$ cat src/rtl/mem_ctrl_if.sv
// mem_ctrl_if: groups the LSB data port, the instruction-fetch port, the
// byte-wide RAM port and the run/flush/UART-status controls of mem_ctrl.
//   master : the requester side (LSB, fetch unit, RAM model, pipeline control)
//   slave  : the memory controller itself
interface mem_ctrl_if;
  // pipeline control
  logic        rdy_in;
  logic        clear_flag;
  // LSB data port
  logic        full_mem;
  logic [31:0] addr;
  logic [31:0] data;
  logic        load_or_store;
  logic [1:0]  size;
  logic        is_signed;
  logic        mem_ready;
  logic [31:0] mem_val;
  // instruction fetch port
  logic        if_valid;
  logic [31:0] if_addr;
  logic        if_ready;
  logic [31:0] if_data;
  // byte-wide RAM port
  logic [7:0]  ram_din;
  logic [7:0]  ram_dout;
  logic [31:0] ram_a;
  logic        ram_wr;
  // UART status
  logic        io_buffer_full;

  modport master (
    output rdy_in, clear_flag, full_mem, addr, data, load_or_store, size,
           is_signed, if_valid, if_addr, ram_din, io_buffer_full,
    input  mem_ready, mem_val, if_ready, if_data, ram_dout, ram_a, ram_wr
  );

  modport slave (
    input  rdy_in, clear_flag, full_mem, addr, data, load_or_store, size,
           is_signed, if_valid, if_addr, ram_din, io_buffer_full,
    output mem_ready, mem_val, if_ready, if_data, ram_dout, ram_a, ram_wr
  );
endinterface

$ cat src/rtl/mem_ctrl.sv
// mem_ctrl: serialises 1/2/4-byte loads, stores and word instruction fetches
// onto a byte-wide RAM whose read data arrives one cycle after the address.
// Ports:
//   clk_in : clock, all state updates on the rising edge
//   rst_in : asynchronous active-low reset
//   bus    : mem_ctrl_if.slave (controls, LSB port, fetch port, RAM port)
module mem_ctrl (
  input  logic       clk_in,
  input  logic       rst_in,
  mem_ctrl_if.slave  bus
);

  typedef enum logic [1:0] {IDLE, READ, WRITE, DONE} state_t;

  // control / output registers (reset)
  state_t      state_q, state_n;
  logic [2:0]  cnt_q, cnt_n;        // edges since acceptance, for the next edge
  logic [2:0]  nbytes_q, nbytes_n;
  logic        fetch_q, fetch_n;
  logic [31:0] ram_a_q, ram_a_n;
  logic [7:0]  ram_dout_q, ram_dout_n;
  logic        ram_wr_q, ram_wr_n;
  logic        mem_ready_q, mem_ready_n;
  logic [31:0] mem_val_q, mem_val_n;
  logic        if_ready_q, if_ready_n;
  logic [31:0] if_data_q, if_data_n;

  // request data registers (no reset needed)
  logic [31:0] base_q, base_n;
  logic [31:0] wdata_q, wdata_n;
  logic [23:0] rbuf_q, rbuf_n;      // bytes 0..2 of a read in flight
  logic        sext_q, sext_n;

  logic        io_block;
  logic [31:0] raw_word;

  function automatic logic [2:0] byte_count(input logic [1:0] sz);
    case (sz)
      2'd0:    byte_count = 3'd1;
      2'd1:    byte_count = 3'd2;
      default: byte_count = 3'd4;
    endcase
  endfunction

  function automatic logic [31:0] load_extend(input logic [31:0] raw,
                                              input logic [2:0]  n,
                                              input logic        sgn);
    logic signed [7:0]  b;
    logic signed [15:0] h;
    logic signed [31:0] w;
    b = raw[7:0];
    h = raw[15:0];
    if (n == 3'd1)
      w = sgn ? b : $signed({24'd0, raw[7:0]});
    else if (n == 3'd2)
      w = sgn ? h : $signed({16'd0, raw[15:0]});
    else
      w = $signed(raw);
    load_extend = $unsigned(w);
  endfunction

  // A store to the UART window must wait while its buffer is full.
  assign io_block = bus.load_or_store && (bus.addr[17:16] == 2'b11) &&
                    bus.io_buffer_full;

  always_comb begin
    state_n     = state_q;
    cnt_n       = cnt_q;
    nbytes_n    = nbytes_q;
    fetch_n     = fetch_q;
    ram_a_n     = ram_a_q;
    ram_dout_n  = ram_dout_q;
    ram_wr_n    = ram_wr_q;
    mem_ready_n = mem_ready_q;
    mem_val_n   = mem_val_q;
    if_ready_n  = if_ready_q;
    if_data_n   = if_data_q;
    base_n      = base_q;
    wdata_n     = wdata_q;
    rbuf_n      = rbuf_q;
    sext_n      = sext_q;
    raw_word    = 32'd0;

    unique case (state_q)
      IDLE: begin
        ram_wr_n = 1'b0;
        if (!bus.clear_flag && !mem_ready_q && !if_ready_q) begin
          // Data request has priority; a blocked store also holds off fetches.
          if (bus.full_mem) begin
            if (!io_block) begin
              fetch_n  = 1'b0;
              base_n   = bus.addr;
              wdata_n  = bus.data;
              sext_n   = bus.is_signed;
              nbytes_n = byte_count(bus.size);
              cnt_n    = 3'd1;
              ram_a_n  = bus.addr;
              if (bus.load_or_store) begin
                ram_dout_n = bus.data[7:0];
                ram_wr_n   = 1'b1;
                state_n    = WRITE;
              end else begin
                state_n    = READ;
              end
            end
          end else if (bus.if_valid) begin
            fetch_n  = 1'b1;
            base_n   = bus.if_addr;
            sext_n   = 1'b0;
            nbytes_n = 3'd4;
            cnt_n    = 3'd1;
            ram_a_n  = bus.if_addr;
            state_n  = READ;
          end
        end
      end

      READ: begin
        if (bus.clear_flag) begin
          state_n = IDLE;
        end else begin
          // address phase runs one edge ahead of the data phase
          if (cnt_q < nbytes_q)
            ram_a_n = base_q + {29'd0, cnt_q};
          if (cnt_q <= nbytes_q) begin
            case (cnt_q)
              3'd2:    rbuf_n[7:0]   = bus.ram_din;
              3'd3:    rbuf_n[15:8]  = bus.ram_din;
              3'd4:    rbuf_n[23:16] = bus.ram_din;
              default: ;
            endcase
          end
          if (cnt_q == nbytes_q + 3'd1) begin
            // last byte is taken straight from ram_din on this edge
            if (nbytes_q == 3'd1)
              raw_word = {24'd0, bus.ram_din};
            else if (nbytes_q == 3'd2)
              raw_word = {16'd0, bus.ram_din, rbuf_q[7:0]};
            else
              raw_word = {bus.ram_din, rbuf_q};
            if (fetch_q) begin
              if_data_n  = raw_word;
              if_ready_n = 1'b1;
            end else begin
              mem_val_n   = load_extend(raw_word, nbytes_q, sext_q);
              mem_ready_n = 1'b1;
            end
            state_n = DONE;
          end
          cnt_n = cnt_q + 3'd1;
        end
      end

      // A store is already committed, so a flush does not interrupt it.
      WRITE: begin
        if (cnt_q < nbytes_q) begin
          ram_a_n = base_q + {29'd0, cnt_q};
          case (cnt_q)
            3'd1:    ram_dout_n = wdata_q[15:8];
            3'd2:    ram_dout_n = wdata_q[23:16];
            default: ram_dout_n = wdata_q[31:24];
          endcase
          cnt_n = cnt_q + 3'd1;
        end else begin
          ram_wr_n    = 1'b0;
          mem_ready_n = 1'b1;
          mem_val_n   = 32'd0;
          state_n     = DONE;
        end
      end

      DONE: begin
        mem_ready_n = 1'b0;
        if_ready_n  = 1'b0;
        state_n     = IDLE;
      end

      default: state_n = IDLE;
    endcase
  end

  always_ff @(posedge clk_in or negedge rst_in) begin
    if (!rst_in) begin
      state_q     <= IDLE;
      cnt_q       <= 3'd0;
      nbytes_q    <= 3'd0;
      fetch_q     <= 1'b0;
      ram_a_q     <= 32'd0;
      ram_dout_q  <= 8'd0;
      ram_wr_q    <= 1'b0;
      mem_ready_q <= 1'b0;
      mem_val_q   <= 32'd0;
      if_ready_q  <= 1'b0;
      if_data_q   <= 32'd0;
    end else if (bus.rdy_in) begin
      state_q     <= state_n;
      cnt_q       <= cnt_n;
      nbytes_q    <= nbytes_n;
      fetch_q     <= fetch_n;
      ram_a_q     <= ram_a_n;
      ram_dout_q  <= ram_dout_n;
      ram_wr_q    <= ram_wr_n;
      mem_ready_q <= mem_ready_n;
      mem_val_q   <= mem_val_n;
      if_ready_q  <= if_ready_n;
      if_data_q   <= if_data_n;
    end
  end

  always_ff @(posedge clk_in) begin
    if (bus.rdy_in) begin
      base_q  <= base_n;
      wdata_q <= wdata_n;
      rbuf_q  <= rbuf_n;
      sext_q  <= sext_n;
    end
  end

  assign bus.ram_a     = ram_a_q;
  assign bus.ram_dout  = ram_dout_q;
  // while paused the held byte must not be written repeatedly
  assign bus.ram_wr    = ram_wr_q & bus.rdy_in;
  assign bus.mem_ready = mem_ready_q;
  assign bus.mem_val   = mem_val_q;
  assign bus.if_ready  = if_ready_q;
  assign bus.if_data   = if_data_q;

endmodule

$ cat src/flat_wrapper.sv
// flat-port wrapper written by rule: the top's interface ports become plain ports
module mem_ctrl_flat 
  (clk_in, rst_in, bus_rdy_in, bus_clear_flag, bus_full_mem, bus_addr, bus_data, bus_load_or_store, bus_size, bus_is_signed, bus_if_valid, bus_if_addr, bus_ram_din, bus_io_buffer_full, bus_mem_ready, bus_mem_val, bus_if_ready, bus_if_data, bus_ram_dout, bus_ram_a, bus_ram_wr);
  mem_ctrl_if bus_i ();
  input  logic clk_in;
  input  logic rst_in;
  input wire logic [$bits(bus_i.rdy_in)-1:0] bus_rdy_in;
  input wire logic [$bits(bus_i.clear_flag)-1:0] bus_clear_flag;
  input wire logic [$bits(bus_i.full_mem)-1:0] bus_full_mem;
  input wire logic [$bits(bus_i.addr)-1:0] bus_addr;
  input wire logic [$bits(bus_i.data)-1:0] bus_data;
  input wire logic [$bits(bus_i.load_or_store)-1:0] bus_load_or_store;
  input wire logic [$bits(bus_i.size)-1:0] bus_size;
  input wire logic [$bits(bus_i.is_signed)-1:0] bus_is_signed;
  input wire logic [$bits(bus_i.if_valid)-1:0] bus_if_valid;
  input wire logic [$bits(bus_i.if_addr)-1:0] bus_if_addr;
  input wire logic [$bits(bus_i.ram_din)-1:0] bus_ram_din;
  input wire logic [$bits(bus_i.io_buffer_full)-1:0] bus_io_buffer_full;
  output wire logic [$bits(bus_i.mem_ready)-1:0] bus_mem_ready;
  output wire logic [$bits(bus_i.mem_val)-1:0] bus_mem_val;
  output wire logic [$bits(bus_i.if_ready)-1:0] bus_if_ready;
  output wire logic [$bits(bus_i.if_data)-1:0] bus_if_data;
  output wire logic [$bits(bus_i.ram_dout)-1:0] bus_ram_dout;
  output wire logic [$bits(bus_i.ram_a)-1:0] bus_ram_a;
  output wire logic [$bits(bus_i.ram_wr)-1:0] bus_ram_wr;
  assign bus_i.rdy_in = bus_rdy_in;
  assign bus_i.clear_flag = bus_clear_flag;
  assign bus_i.full_mem = bus_full_mem;
  assign bus_i.addr = bus_addr;
  assign bus_i.data = bus_data;
  assign bus_i.load_or_store = bus_load_or_store;
  assign bus_i.size = bus_size;
  assign bus_i.is_signed = bus_is_signed;
  assign bus_i.if_valid = bus_if_valid;
  assign bus_i.if_addr = bus_if_addr;
  assign bus_i.ram_din = bus_ram_din;
  assign bus_i.io_buffer_full = bus_io_buffer_full;
  assign bus_mem_ready = bus_i.mem_ready;
  assign bus_mem_val = bus_i.mem_val;
  assign bus_if_ready = bus_i.if_ready;
  assign bus_if_data = bus_i.if_data;
  assign bus_ram_dout = bus_i.ram_dout;
  assign bus_ram_a = bus_i.ram_a;
  assign bus_ram_wr = bus_i.ram_wr;
  mem_ctrl u_core (.clk_in(clk_in), .rst_in(rst_in), .bus(bus_i));
endmodule
$ cat config.mk
export PLATFORM = sky130hd
export DESIGN_NAME = mem_ctrl_flat
export DESIGN_NICKNAME = d
export VERILOG_FILES = /design/src/rtl/mem_ctrl_if.sv /design/src/rtl/mem_ctrl.sv /design/src/flat_wrapper.sv
export SDC_FILE = /design/constraint.sdc
export NUM_CORES = 1
export LEC_CHECK = 0
export CORE_UTILIZATION = 30
export DETAILED_ROUTE_END_ITERATION = 16
export PLACE_DENSITY_LB_ADDON = 0.2
export SYNTH_ARGS = -nofsm -noshare
export SYNTH_HDL_FRONTEND = slang
export SYNTH_SLANG_ARGS = --single-unit
$ cat constraint.sdc
create_clock -name clk_in -period 6.45 [get_ports clk_in]
set_clock_uncertainty 0.15 [all_clocks]
set_input_delay 1.6125 -clock clk_in [delete_from_list [all_inputs] [get_ports clk_in]]
set_output_delay 1.6125 -clock clk_in [all_outputs]
set_load 0.1 [all_outputs]
==> results.cfg <==
[sta]
setup_viol = 0
slew_headroom_pct = 16.3
finalCritPeriodShare_pct = 70.6
hold_viol = 0
report.final.slew_viol_count = 0
rsz0062_at_grt = false
finalSetupTns_ns = 0
min_period_ns = 4.56
max_freq_mhz = 219
tightest_slew_ns = 1.25

[cts]
cts_sinks = 197
root_buffer = clkbuf_16
ctsHoldBuffers = 0
clk_latency_ns = 0.43
cts-resized-gates = 0
cts_tree = built
htreeDepth = 4
clk_pin_slew_ns = 0.08
post-cts-setup-buffers = 0
clockBufferDepth = 2
numCtsBuffers = 17

[worst_setup_path]
reg2reg_to = u_core.bus.ram_a[21]
timing.rr.start = u_core.cnt_q[2]
cpMaxStageDelayCell = clkdlybuf4s50_1
critPathMaxFanout = 10
cp.arrival_ns = 2.79
start_kind = input pin
r2r_slack_ns = 3.04
worst-setup-path-type = input pin to output pin
r2r_cells = 6
end_kind = output pin
worstPathCellList = clkdlybuf4s50_1, and2_1, buf_4
critPathRequiredTime_ns = 4.69
cp_slowest_stage_delay_ns = 0.71

[hold_path]
whs_path_depth = 2
min_from = u_core.bus.mem_val[31]
whs_endpoint = u_core.bus.mem_val[31]
min_path_type = flip-flop to flip-flop

[floorplan]
placementRows = 63
die_height_um = 176
coreArea_sq_um = 29800
io_pins = 222
die_area_sq_um = 31100
initial_utilization_pct = 30.6
die_x_um = 176

[yosys]
ys_seq_area_share_pct = 58.5
syn_avg_cell_area_sq_um = 11.1
yosys.area.top_type = dfrtp_1
ys_types = 50
syn_nets = 955
ys_ff_latch = 197
synth-main-ff-cell = dfrtp_1
synth_common_cells = nand2_1, dfrtp_1, o21ai_0, edfxtp_1, a21oi_1
synth_area_sq_um = 9120
syn_inst = 821
synthArstFlopShare_pct = 58.9
synth_edf_count = 81
synth_area_leaders = dfrtp_1, edfxtp_1, nand2_1
yosysWarningCount = 0
yosysMostFrequentCell = nand2_1
synth_top_cell_area_share_pct = 31.8

[finish]
drive_gt1_share_pct = 8.30
area_growth_pct = 34.7
multi_input_area_sq_um = 3530
nFillCells = 2878
register_area_sq_um = 5340
final_nets = 1157

[detailed_routing]
dr.pass1.iters = 4
vias = 6782
avgRoutedWirePerCell_um = 17.4
postRouteAntennaNets = 0
drt_iter0_markers = 496
vias_per_cell = 4.75
drc = 0
drt_wl_total_mm = 24.8

[grt]
track_usage_pct = 16.3
grt_start_max_net_pins = 66
grt_remaining_overflow = 0
antenna_found_initial = 2
grt_pass1_vias = 6778
grt_pass1_wl_mm = 38.8

[run_status]
status = finished, final reports clean

[placement]
io_buffer_count = 221
finalWeightedCongestion = 0.753
place_hpwl_mm = 17.0

[flow_run]
drv_cap = 0
registers in the layout, summed over array words and instances, names as in the netlist:
signal,flops
u_core.base_q,32
u_core.bus.if_data,32
u_core.bus.mem_val,32
u_core.bus.ram_a,32
u_core.rbuf_q,24
u_core.wdata_q,24
u_core.bus.ram_dout,8
u_core.cnt_q,3
u_core.nbytes_q,3
u_core.state_q,2
u_core.bus.if_ready,1
u_core.bus.mem_ready,1
u_core.fetch_q,1
u_core.ram_wr_q,1
u_core.sext_q,1
critical path, delay by kind of cell:
| family | cells | cell delay (ns) |
|---|---|---|
| buffers and inverters | 2 | 0.99 |
| AND/OR/NAND/NOR | 1 | 0.19 |
stage by stage:
| stage | setup slack [ns] | instances | util [%] | cell area (sq um) | hold WS [ns] |
|---|---|---|---|---|---|
| finish | 1.89 | 1428 | 41.2 | 12300 | 0.330 |
| global route | 1.86 | 1426 | 41.2 | 12300 | 0.355 |
| CTS | 1.88 | 1426 | 41.2 | 12300 | 0.339 |
| detailed placement | 1.80 | 1394 | 39.2 | 11700 | 0.320 |
| global placement | 1.86 | 1394 | 39.2 | 11700 | 0.310 |
| floorplan | 2.04 | 821 | - | 9120 | 0.312 |
routing by layer:
| layer | global-route usage, % | vias to the layer above | part of all wire, % | wire length, um |
|---|---|---|---|---|
| met4 | 3.05 | 0 | 0.80 | 199 |
| li1 | - | 3345 | - | - |
| met5 | 0 | - | 0 | 0 |
| met3 | 4.03 | 13 | 5.8 | 1430 |
| met1 | 23.0 | 3228 | 48 | 12000 |
| met2 | 25.5 | 196 | 45 | 11200 |
how the worst max path moves through the flow:
stage,startpoint,end,slack (ns),cells after the start
floorplan,bus_rdy_in,bus_ram_wr,2.04,2
global route,bus_rdy_in,bus_ram_wr,1.86,3
finish,bus_rdy_in,bus_ram_wr,1.89,3
detailed placement,bus_load_or_store,u_core.bus.ram_a[28],1.80,7
CTS,bus_rdy_in,bus_ram_wr,1.88,3
global placement,bus_load_or_store,u_core.bus.ram_a[19],1.86,7
final cells by class:
type,instances,share of cell area [%]
antenna,2,0.0408
multi-input combinational,562,28.7
tap,390,3.97
inverter,15,0.458
sequential,197,43.4
clock inverter,14,1.22
clock buffer,18,3.67
timing repair buffer,230,18.5
cells in the final DEF (no fill, tap or decap), drive strengths merged, types with 9 or more instances in the layout:
cell | synthesis | routed
nand4 | 11 | 11
inv | 15 | 25
edfxtp | 81 | 81
o211ai | 9 | 9
o31ai | 10 | 10
ha | 18 | 18
dfrtp | 116 | 116
clkdlybuf4s50 | 0 | 218
nor3 | 13 | 13
mux2i | 25 | 25
a21oi | 45 | 45
nor2 | 27 | 27
clkbuf | 40 | 18
mux2 | 34 | 34
a221o | 15 | 15
nand3 | 12 | 12
nand2 | 157 | 157
a21o | 15 | 15
o21ai | 96 | 96
xnor2 | 19 | 19
buf | 7 | 12
logic make-up (layout without fill, tap and decap cells):
| group | count (synthesis) | in the layout | share of synthesized area, % |
|---|---|---|---|
| simple gates | 246 | 246 | 12.2 |
| other cells | 0 | 2 | 0 |
| compound gates | 210 | 210 | 14.0 |
| flops | 197 | 197 | 58.5 |
| xor+xnor | 28 | 28 | 2.85 |
| buf+inv | 62 | 277 | 2.85 |
| fa+ha+maj | 19 | 19 | 2.69 |
| mux | 59 | 59 | 6.94 |
Power is not shown: default switching activity piles up to over one toggle a cycle in this logic, so the estimate is an artifact.
